`src/rtl/tie_queue_param.sv`:
```
// Parameterised show-ahead FIFO for TIE queue ports: registered count drives all status
// outputs, with sticky overflow/underflow flags and a synchronous flush.
module tie_queue_param #(
  parameter int unsigned BITWIDTH  = 16,
  parameter int unsigned DEPTH     = 64,
  parameter int unsigned PTRW      = 6,
  parameter int unsigned AFULL_TH  = 56,
  parameter int unsigned AEMPTY_TH = 8
) (
  input  logic                CLK,
  input  logic                RST,
  input  logic                TIE_FIFO_OUT_PushReq,
  input  logic [BITWIDTH-1:0] TIE_FIFO_OUT,
  output logic                TIE_FIFO_OUT_Full,
  input  logic                TIE_FIFO_IN_PopReq,
  output logic [BITWIDTH-1:0] TIE_FIFO_IN,
  output logic                TIE_FIFO_IN_Empty,
  input  logic                Flush,
  output logic [PTRW:0]       Level,
  output logic                AlmostFull,
  output logic                AlmostEmpty,
  output logic                Overflow,
  output logic                Underflow
);

  localparam logic [PTRW:0]   DepthCnt   = (PTRW+1)'(DEPTH);
  localparam logic [PTRW:0]   AfullCnt   = (PTRW+1)'(AFULL_TH);
  localparam logic [PTRW:0]   AemptyCnt  = (PTRW+1)'(AEMPTY_TH);
  localparam logic [PTRW:0]   CntOne     = (PTRW+1)'(1);
  localparam logic [PTRW-1:0] PtrOne     = PTRW'(1);

  logic [BITWIDTH-1:0] store_q [DEPTH];
  logic [PTRW-1:0]     wp_q, wp_d;
  logic [PTRW-1:0]     rp_q, rp_d;
  logic [PTRW:0]       count_q, count_d;
  logic                ovf_q, ovf_d;
  logic                unf_q, unf_d;

  logic full, empty;
  logic pop_acc, push_acc;
  logic do_write;

  // Status is decoded from the registered count only, so a push never bypasses.
  assign full        = (count_q == DepthCnt);
  assign empty       = (count_q == '0);
  assign Level       = count_q;
  assign AlmostFull  = (count_q >= AfullCnt);
  assign AlmostEmpty = (count_q <= AemptyCnt);

  assign TIE_FIFO_OUT_Full = full;
  assign TIE_FIFO_IN_Empty = empty;
  assign TIE_FIFO_IN       = store_q[rp_q];
  assign Overflow          = ovf_q;
  assign Underflow         = unf_q;

  // A push into a full queue is allowed when a pop frees the slot in the same cycle.
  assign pop_acc  = TIE_FIFO_IN_PopReq && !empty;
  assign push_acc = TIE_FIFO_OUT_PushReq && (!full || pop_acc);

  always_comb begin
    wp_d     = wp_q;
    rp_d     = rp_q;
    count_d  = count_q;
    ovf_d    = ovf_q;
    unf_d    = unf_q;
    do_write = 1'b0;
    if (Flush) begin
      wp_d    = '0;
      rp_d    = '0;
      count_d = '0;
    end else begin
      if (push_acc) begin
        wp_d     = wp_q + PtrOne;
        do_write = 1'b1;
      end
      if (pop_acc) begin
        rp_d = rp_q + PtrOne;
      end
      if (push_acc && !pop_acc) begin
        count_d = count_q + CntOne;
      end else if (pop_acc && !push_acc) begin
        count_d = count_q - CntOne;
      end
      if (TIE_FIFO_OUT_PushReq && !push_acc) begin
        ovf_d = 1'b1;
      end
      if (TIE_FIFO_IN_PopReq && empty) begin
        unf_d = 1'b1;
      end
    end
  end

  always_ff @(posedge CLK) begin
    if (RST) begin
      wp_q    <= '0;
      rp_q    <= '0;
      count_q <= '0;
      ovf_q   <= 1'b0;
      unf_q   <= 1'b0;
    end else begin
      wp_q    <= wp_d;
      rp_q    <= rp_d;
      count_q <= count_d;
      ovf_q   <= ovf_d;
      unf_q   <= unf_d;
    end
  end

  // Storage is never cleared; reset and flush only move the pointers.
  always_ff @(posedge CLK) begin
    if (!RST && do_write) begin
      store_q[wp_q] <= TIE_FIFO_OUT;
    end
  end

endmodule

```
`config.mk`:
```
export PLATFORM = sky130hd
export DESIGN_NAME = tie_queue_param
export DESIGN_NICKNAME = d
export VERILOG_FILES = /design/src/rtl/tie_queue_param.sv
export SDC_FILE = /design/constraint.sdc
export NUM_CORES = 1
export LEC_CHECK = 0
export CAP_MARGIN = 20
export CELL_PAD_IN_SITES_DETAIL_PLACEMENT = 0
export CELL_PAD_IN_SITES_GLOBAL_PLACEMENT = 1
export CORE_MARGIN = 2
export CORE_UTILIZATION = 30
export CTS_CLUSTER_SIZE = 28
export DETAILED_ROUTE_END_ITERATION = 12
export HOLD_SLACK_MARGIN = 0.06
export PLACE_DENSITY = 0.56
export SYNTH_ARGS = -nofsm -noshare
export SYNTH_HDL_FRONTEND = slang
export SYNTH_SLANG_ARGS = --single-unit
export TNS_END_PERCENT = 20
```
`constraint.sdc`:
```
create_clock -name CLK -period 3.2 [get_ports CLK]
set_input_delay 0.32 -clock CLK [delete_from_list [all_inputs] [get_ports CLK]]
set_output_delay 0.32 -clock CLK [all_outputs]
set_load 0.05 [all_outputs]
```
# After elaboration in Yosys (flattened, before gate mapping)
# Memories as Yosys holds them, arrays and structs flattened. A register that Yosys moved wholly into a read port is not among the register bits.
# Index checks and enable logic that the tools add are counted.
[classes]
n_reduce_logical = 18
eq_ne = 1
bitwise_logic = 1
n_lt_le_gt_ge = 2
n_mux = 8
n_addsub = 4
[ops]
columns = ["operator", "count"]
rows = [
  ["two-way mux 7 bit", 2],
  ["adder 6 x 1 -> 6 bit, second input constant", 2],
  ["two-way mux 6 bit", 2],
  ["adder 7 x 1 -> 7 bit, second input constant", 1],
  ["equality test 7 bit, second input constant", 1],
  ["greater-or-equal comparator 7 x 6 -> 1 bit, second input constant", 1],
  ["less-or-equal comparator 7 x 4 -> 1 bit, second input constant", 1],
  ["logical AND 1 bit", 7],
  ["logical NOT 7 bit", 1],
  ["subtractor 7 x 1 -> 7 bit, second input constant", 1],
  ["logical NOT 1 bit", 5],
  ["two-way mux 1 bit", 4],
  ["AND reduction 2 bit", 2],
  ["nonzero test 2 bit", 1],
  ["OR reduction 2 bit", 1],
  ["logical OR 1 bit", 1],
  ["inverter 1 bit", 1],
]
[totals]
ram_bits = 1024
regBits = 21
mem_count = 1
elab_cells = 40
[mem_list]
columns = ["memory", "words", "word_bits", "rd", "rd_clocked_by_memory_dff", "wr", "line", "rtl"]
rows = [
  ["store_q", 64, 16, 1, 1, 1, "32", "logic [BITWIDTH-1:0] store_q [DEPTH];"],
]

# Longest topological paths before layout
# Gate-level depths: netlist of run 1.
[logic_depth]
ltp_word = 10
mapped_depth = 11

# Worst setup path before layout of run 1
# Ideal clock, no wire load.
[synth_timing]
path_type = "register to output"
from = "register count_q[0] (netlist: Level[0])"
to = "output port AlmostEmpty"
required_ps = 2880
setup_slack_ps = -583
path_stages_with_launch = 3
path_buffers = 0
t_arrival_ps = 3463
cell_sequence = "dfxtp_1 -> or3_1 -> a2111oi_0"
[synth_via]
elab_chain_len = 1
[synth_lines]
columns = ["item", "line", "rtl"]
rows = [
  ["from (decl)", "35", "logic [PTRW:0] count_q, count_d;"],
  ["from (signal assigned)", "103", "count_q <= count_d;"],
  ["less-or-equal comparator 7 x 4 -> 1 bit", "48", "assign AlmostEmpty = (count_q <= AemptyCnt);"],
  ["to (decl)", "21", "output logic AlmostEmpty,"],
]
# Every way passes these cells.

==> metrics.cfg, run 1 <==
[logic_synthesis]
synthTopCellsByArea = edfxtp_1, mux4_2, dfxtp_1
syn_area_per_cell_sq_um = 21.23
synth-seq-cells = 1051
seq_area_frac_synth_pct = 77.06
synth_top_flop_cell = edfxtp_1
synth_top_area_share_pct = 75.73
syn-num-nets = 1943
syn-cell-area_sq_um = 40610
synth.most_common_cell = edfxtp_1
ys_types = 53
synth_common_cells = edfxtp_1, mux4_2, nor2_1, mux2i_1, buf_2
synth_cells = 1913
synth_top_cell_by_area = edfxtp_1
synthArstFlopShare_pct = 0
synth_edf_count = 1024
yosysWarnings = 0

[setup_path]
end_kind = output port
worst_r2r_path_depth = 10
r2r_setup_slack_ps = 220
crit_type = flip-flop to output port
path_max_fanout = 11
critPathLaunchType = flip-flop
worstReg2RegStart = Level[1]
crit_required_ps = 2880
cp.arrival_ps = 3260
r2r-end = Level[6]

[layout]
final_net_count = 2240
syn_to_final_growth_pct = 21.68
final_cell_area_sq_um = 49410
n_fill_cell = 12120
layout-drive-gt1-share_pct = 32.45
fin_util_pct = 36.88

[timing]
slew-limit-headroom_pct = 25.33
finalHoldViolations = 0
period_share_pct = 112.0
fin_skew_ps = 23.07
setup_tns_ps = -5315
period_needed_ps = 3585
finalSetupViolCount = 16
final-max-slew-violation-count = 0
worst_slack_ps = -384.7
fmax_ghz = 0.2790
rsz0062_at_grt = true
tightest_slew_ps = 1120

[grt]
antenna_found_initial = 4
track_usage_pct = 15.89
overflow = 0
grt_pass1_wl_um = 156800
grt_start_max_net_pins = 65
grt_pass1_vias = 21090

[clocking]
path_clk_slew_ps = 70
cts_tree = done
cts.sinks = 1051
cts_buffer_depth = 3
cts-htree-levels = 3
clock_latency_ps = 690
root_buffer = clkbuf_16
cts_made_buffers = 110

[job]
cap_violations = 0

[status]
outcome = finished, violations left
violations = negative setup slack

[route]
drt.antenna.violating_nets = 0
drt_pass1_iterations = 5
wl_met1_um = 49440
drt_iter0_drc = 2029
wl_um = 110000
drcViolationCount = 0
vias = 20400
via_per_inst = 5.011
wl_per_cell_um = 27.01
route.met3.wl_um = 6623
route.met2.wl_um = 51440
top_layer = met5

[die]
fp.dieH_um = 371.9
die_area_sq_um = 138300
core-area_sq_um = 134000
io_pins = 50
die_w_um = 371.9
start_util_pct = 30.31
rows = 134

[place]
port-buffer-count = 49
placed_cell_area_sq_um = 44630
place_congestion = 0.8159
dp_hpwl_um = 66790

[power]
p_leak_nw = 15.23
ir_drop_mv = 0.9169
powerDensity_nw_per_um2 = 654.4

[hold_path]
whs_path_depth = 1
min_from = TIE_FIFO_OUT[15]
hold_end = store_q[31][15]
hp-class = input pin to flip-flop

## critical path: stages, from the launching register on
cell and delay, ps:
dfxtp_4 420, buf_12 180, buf_12 110, buf_4 190, nand2_1 170, buf_4 200
o2111ai_1 420, a31oi_2 340, a211o_1 350, buf_12 160
## registers in the layout, summed over array words and instances, names as in the netlist, named ones only
signal	flops
Level	7
rp_q	6
wp_q	6
Overflow	1
Underflow	1
store_q	1024
## repair_timing
action | in CTS | in global routing
hold endpoints to repair | 11 | 8
endpoints found under the setup margin | 16 | 18
pin swaps | 18 | 7
setup buffers | 25 | 6
cloned | 7 | 1
resized for setup | 97 | 14
hold buffers | 1 | 1
## kinds of logic after synthesis
kind of cell | share of synthesized area, %
compound gates | 3.547
xor+xnor | 0.2588
fa+ha+maj | 0.2958
buf+inv | 1.380
flops | 77.06
mux | 14.82
simple gates | 2.644
## how the worst max path moves through the flow
stage | startpoint | cells after the start | slack (ps) | to
final | flip-flop | 9 | -380 | TIE_FIFO_IN[11]
after CTS | flip-flop | 10 | -410 | TIE_FIFO_IN[7]
after global routing | flip-flop | 10 | -460 | TIE_FIFO_IN[1]
after global placement | flip-flop | 8 | -50 | TIE_FIFO_IN[0]
after detailed placement | flip-flop | 8 | -50 | TIE_FIFO_IN[0]
after floorplan | Level[0] | 11 | 70 | Level[6]
## report_power, final
group          internal [mW]  switching [mW]  total [mW]
clock                   7.26            5.28        12.5
combinational           2.14            2.41        4.55
sequential              15.2          0.0831        15.2
## cell type report
type,count,area (sq um),area share [%]
Clock inverter,61,614.3,1.243
Clock buffer,143,2929,5.928
Inverter,7,26.28,0.05318
Sequential cell,1051,31310,63.36
Tap cell,1768,2212,4.477
Timing Repair Buffer,289,3168,6.412
Antenna cell,2,5.005,0.01013
Multi-Input combinational cell,751,9151,18.52
## metal layers
metal	vias up	track usage [%]
li1	8634	-
met1	11010	22.77
met2	641	24.92
met3	113	2.716
met4	2	4.451
met5	-	0
## layout by cell type (no fill, tap or decap), types with 14 or more instances in the layout
cell type,n
a211oi_1,21
buf_2,16
clkinv_1,21
buf_12,45
clkdlybuf4s50_1,16
nand2_1,37
a211o_1,18
mux2i_1,48
mux4_2,238
clkbuf_16,113
buf_4,177
o21ai_0,14
a21oi_1,14
o22ai_1,17
dfxtp_1,23
edfxtp_1,1024
nor2_1,106
nor2b_1,36
clkbuf_1,30
clkinv_2,18
## through the flow
step                std cells  setup slack [ps]  power, mW  hold slack, ps
floorplan                1913             65.32      18.06           392.4
global route             4071            -464.7      33.44           85.58
detailed placement       3821            -45.63      19.47           476.7
finish                   4072            -384.7      32.33           84.80
CTS                      4057            -405.2      32.58           139.4
global placement         3821            -52.09      19.44           469.8
Power figures use the tool's default switching activity.
==> run 2: changes to the inputs <==
--- a/config.mk
+++ b/config.mk
@@ -8,12 +8,13 @@
 export CAP_MARGIN = 20
 export CELL_PAD_IN_SITES_DETAIL_PLACEMENT = 0
 export CELL_PAD_IN_SITES_GLOBAL_PLACEMENT = 1
-export CORE_MARGIN = 2
+export CORE_MARGIN = 4
 export CORE_UTILIZATION = 30
 export CTS_CLUSTER_SIZE = 28
 export DETAILED_ROUTE_END_ITERATION = 12
 export HOLD_SLACK_MARGIN = 0.06
 export PLACE_DENSITY = 0.56
+export SKIP_CTS_REPAIR_TIMING = 1
 export SYNTH_ARGS = -nofsm -noshare
 export SYNTH_HDL_FRONTEND = slang
 export SYNTH_SLANG_ARGS = --single-unit
==> run 2 against run 1 <==
The flow still finishes with violations (negative setup slack). Non-clock buffer count increased by 28. Total power decreased by 0.80%. Critical path depth increased by 2. First-iteration DRC count decreased by 2.4%. Sequential power about the same. Cell count increased by 0.61%. Worst hold slack improved by 70 ps. Register-to-register slack improved by 40 ps. Via count increased by 0.29%. Clock power about the same. Global-route usage decreased by 1.4 points. Clock skew decreased by 1.6 ps. Critical endpoint is now TIE_FIFO_IN[9]. Largest power group unchanged. Highest routed layer unchanged.
==> metrics.cfg, run 2 (synthesized netlist as in run 1, its figures left out) <==
[route]
drt_pass1_iterations = 5  ; unchanged
via_per_inst = 4.995  ; -0.32%
drcViolationCount = 0  ; unchanged
drt_iter0_drc = 1981  ; -2.4%
wl_per_cell_um = 25.92  ; -4.0%
wl_um = 106200  ; -3.4%
drt.antenna.violating_nets = 0  ; unchanged
vias = 20460  ; +0.29%

[timing]
final-max-slew-violation-count = 0  ; unchanged
finalHoldViolations = 0  ; unchanged
rsz0062_at_grt = true
slew-limit-headroom_pct = 31.26  ; +5.9 points
finalSetupViolCount = 16  ; unchanged
tightest_slew_ps = 1031  ; -89.08 ps
worst_slack_ps = -296.9  ; +87.71 ps
fin_skew_ps = 21.46  ; -1.612 ps
fmax_ghz = 0.2860  ; +2.5%
period_needed_ps = 3497  ; -87.71 ps
period_share_pct = 109.3  ; -2.7 points
setup_tns_ps = -3884  ; +1431 ps

[setup_path]
crit_chain = buf_12, clkbuf_16, clkbuf_16, nor2b_2, buf_4, a22oi_1, o2111ai_2, a31oi_1, buf_4, a211o_1, buf_12
slowest_delay_ps = 370  ; -50 ps
crit_slowest_cell = dfxtp_4
r2r-end = Level[6]
path_max_fanout = 5  ; -6
cp.arrival_ps = 3180  ; -80 ps
worstReg2RegStart = Level[2]
critPathTopFamily = buffers and inverters
crit_required_ps = 2880  ; about the same
end_kind = output port
r2r_setup_slack_ps = 260  ; +40 ps
path_buf_inv = 6  ; +1
critPathLaunchType = flip-flop
crit_type = flip-flop to output port
worst_r2r_path_depth = 9  ; -1

[place]
placed_cell_area_sq_um = 44570  ; -0.13%
port-buffer-count = 49  ; unchanged
dp_slack_ps = -173.3  ; -127.6 ps
place_congestion = 0.7713  ; -5.5%
dp_hpwl_um = 64390  ; -3.6%

[die]
start_util_pct = 30.31  ; unchanged
die_area_sq_um = 141300  ; +2.2%
fp.dieH_um = 375.9  ; +1.1%
core-area_sq_um = 134000  ; unchanged
rows = 134  ; unchanged
io_pins = 50  ; unchanged
die_w_um = 375.9  ; +1.1%

[status]
violations = negative setup slack
outcome = finished, violations left

[layout]
fin_util_pct = 37.00  ; +0.11 points
final_cell_area_sq_um = 49560  ; +0.30%
mostFrequentLayoutCells = edfxtp_1, mux4_2, buf_4
final_common_cell = edfxtp_1
final_net_count = 2267  ; +1.2%
largest_register_ffs = 1024  ; unchanged
syn_to_final_growth_pct = 22.05
largest_register = store_q
layout-drive-gt1-share_pct = 33.72  ; +1.3 points

[clocking]
cts_made_buffers = 109  ; -0.91%
cts-htree-levels = 3  ; unchanged
cts_tree = done
path_clk_slew_ps = 60  ; about the same
cts.sinks = 1051  ; unchanged
clock_latency_ps = 670  ; -20 ps
root_buffer = clkbuf_16
cts_buffer_depth = 3  ; unchanged

[power]
total_power_mw = 32.08  ; -0.80%
ir_drop_mv = 1.120  ; +22%
powerDensity_nw_per_um2 = 647.2  ; -1.1%
p_leak_nw = 15.36  ; +0.86%

[grt]
track_usage_pct = 14.45  ; -1.4 points
overflow = 0  ; unchanged
antenna_found_initial = 4  ; unchanged
grt_pass1_wl_um = 149300  ; -4.8%
grt_start_max_net_pins = 65  ; unchanged
grt_pass1_vias = 20870  ; -1.1%

[hold_path]
whs_path_depth = 1  ; unchanged
hold_end = store_q[55][0]
min_from = TIE_FIFO_OUT[0]
hp-class = input pin to flip-flop

[job]
cap_violations = 0  ; unchanged

run 2: stage by stage:
step,std cells,hold slack [ps]
floorplan,1913,392.4
global placement,3819,462.8
detailed placement,3819,481.6
CTS,4021,122.4
global route,4096,132.5
finish,4097,154.3
run 2: power by group:
| part | switching [mW] | internal, mW |
|---|---|---|
| registers | 0.0774 | 15.2 |
| clock network | 5.12 | 7.11 |
| logic | 2.45 | 2.17 |
run 2: final cells by class:
type                    count  area [sq um]
multi-input cells         751          9195
diodes                      1         2.502
inverters                   7         26.28
clock buffers             137          2854
flip-flops and latches   1051         31310
well taps                1768          2212
fillers                 12080         84400
clock inverters            65         594.3
repair buffers            317          3371
run 2: worst reg2reg max path: stages (launching register included):
cell      delay [ps]
dfxtp_1          360
or3_1            370
o41a_1           450
ha_1             290
inv_2            150
ha_1             280
nor2b_1          170
a311oi_1         400
a311oi_1         150
a41o_1           210
run 2: worst max path at each step:
| stage | startpoint | to | slack [ps] | depth (start not counted) |
|---|---|---|---|---|
| finish | flip-flop | TIE_FIFO_IN[9] | -300 | 11 |
| global route | flip-flop | TIE_FIFO_IN[3] | -380 | 12 |
| CTS | flip-flop | TIE_FIFO_IN[5] | -790 | 8 |
| detailed placement | TIE_FIFO_IN_PopReq | store_q[0][11] | -170 | 7 |
| global placement | TIE_FIFO_IN_PopReq | store_q[0][3] | -160 | 7 |
| floorplan | Level[0] | Level[6] | 70 | 11 |
run 2: metal layers:
metal / vias up / track usage [%] / wire length, um
met5: - / 0 / 47
met4: 6 / 4.267 / 2429
met3: 119 / 2.125 / 6029
met2: 650 / 23.03 / 50220
met1: 11000 / 20.66 / 47490
li1: 8693 / - / -
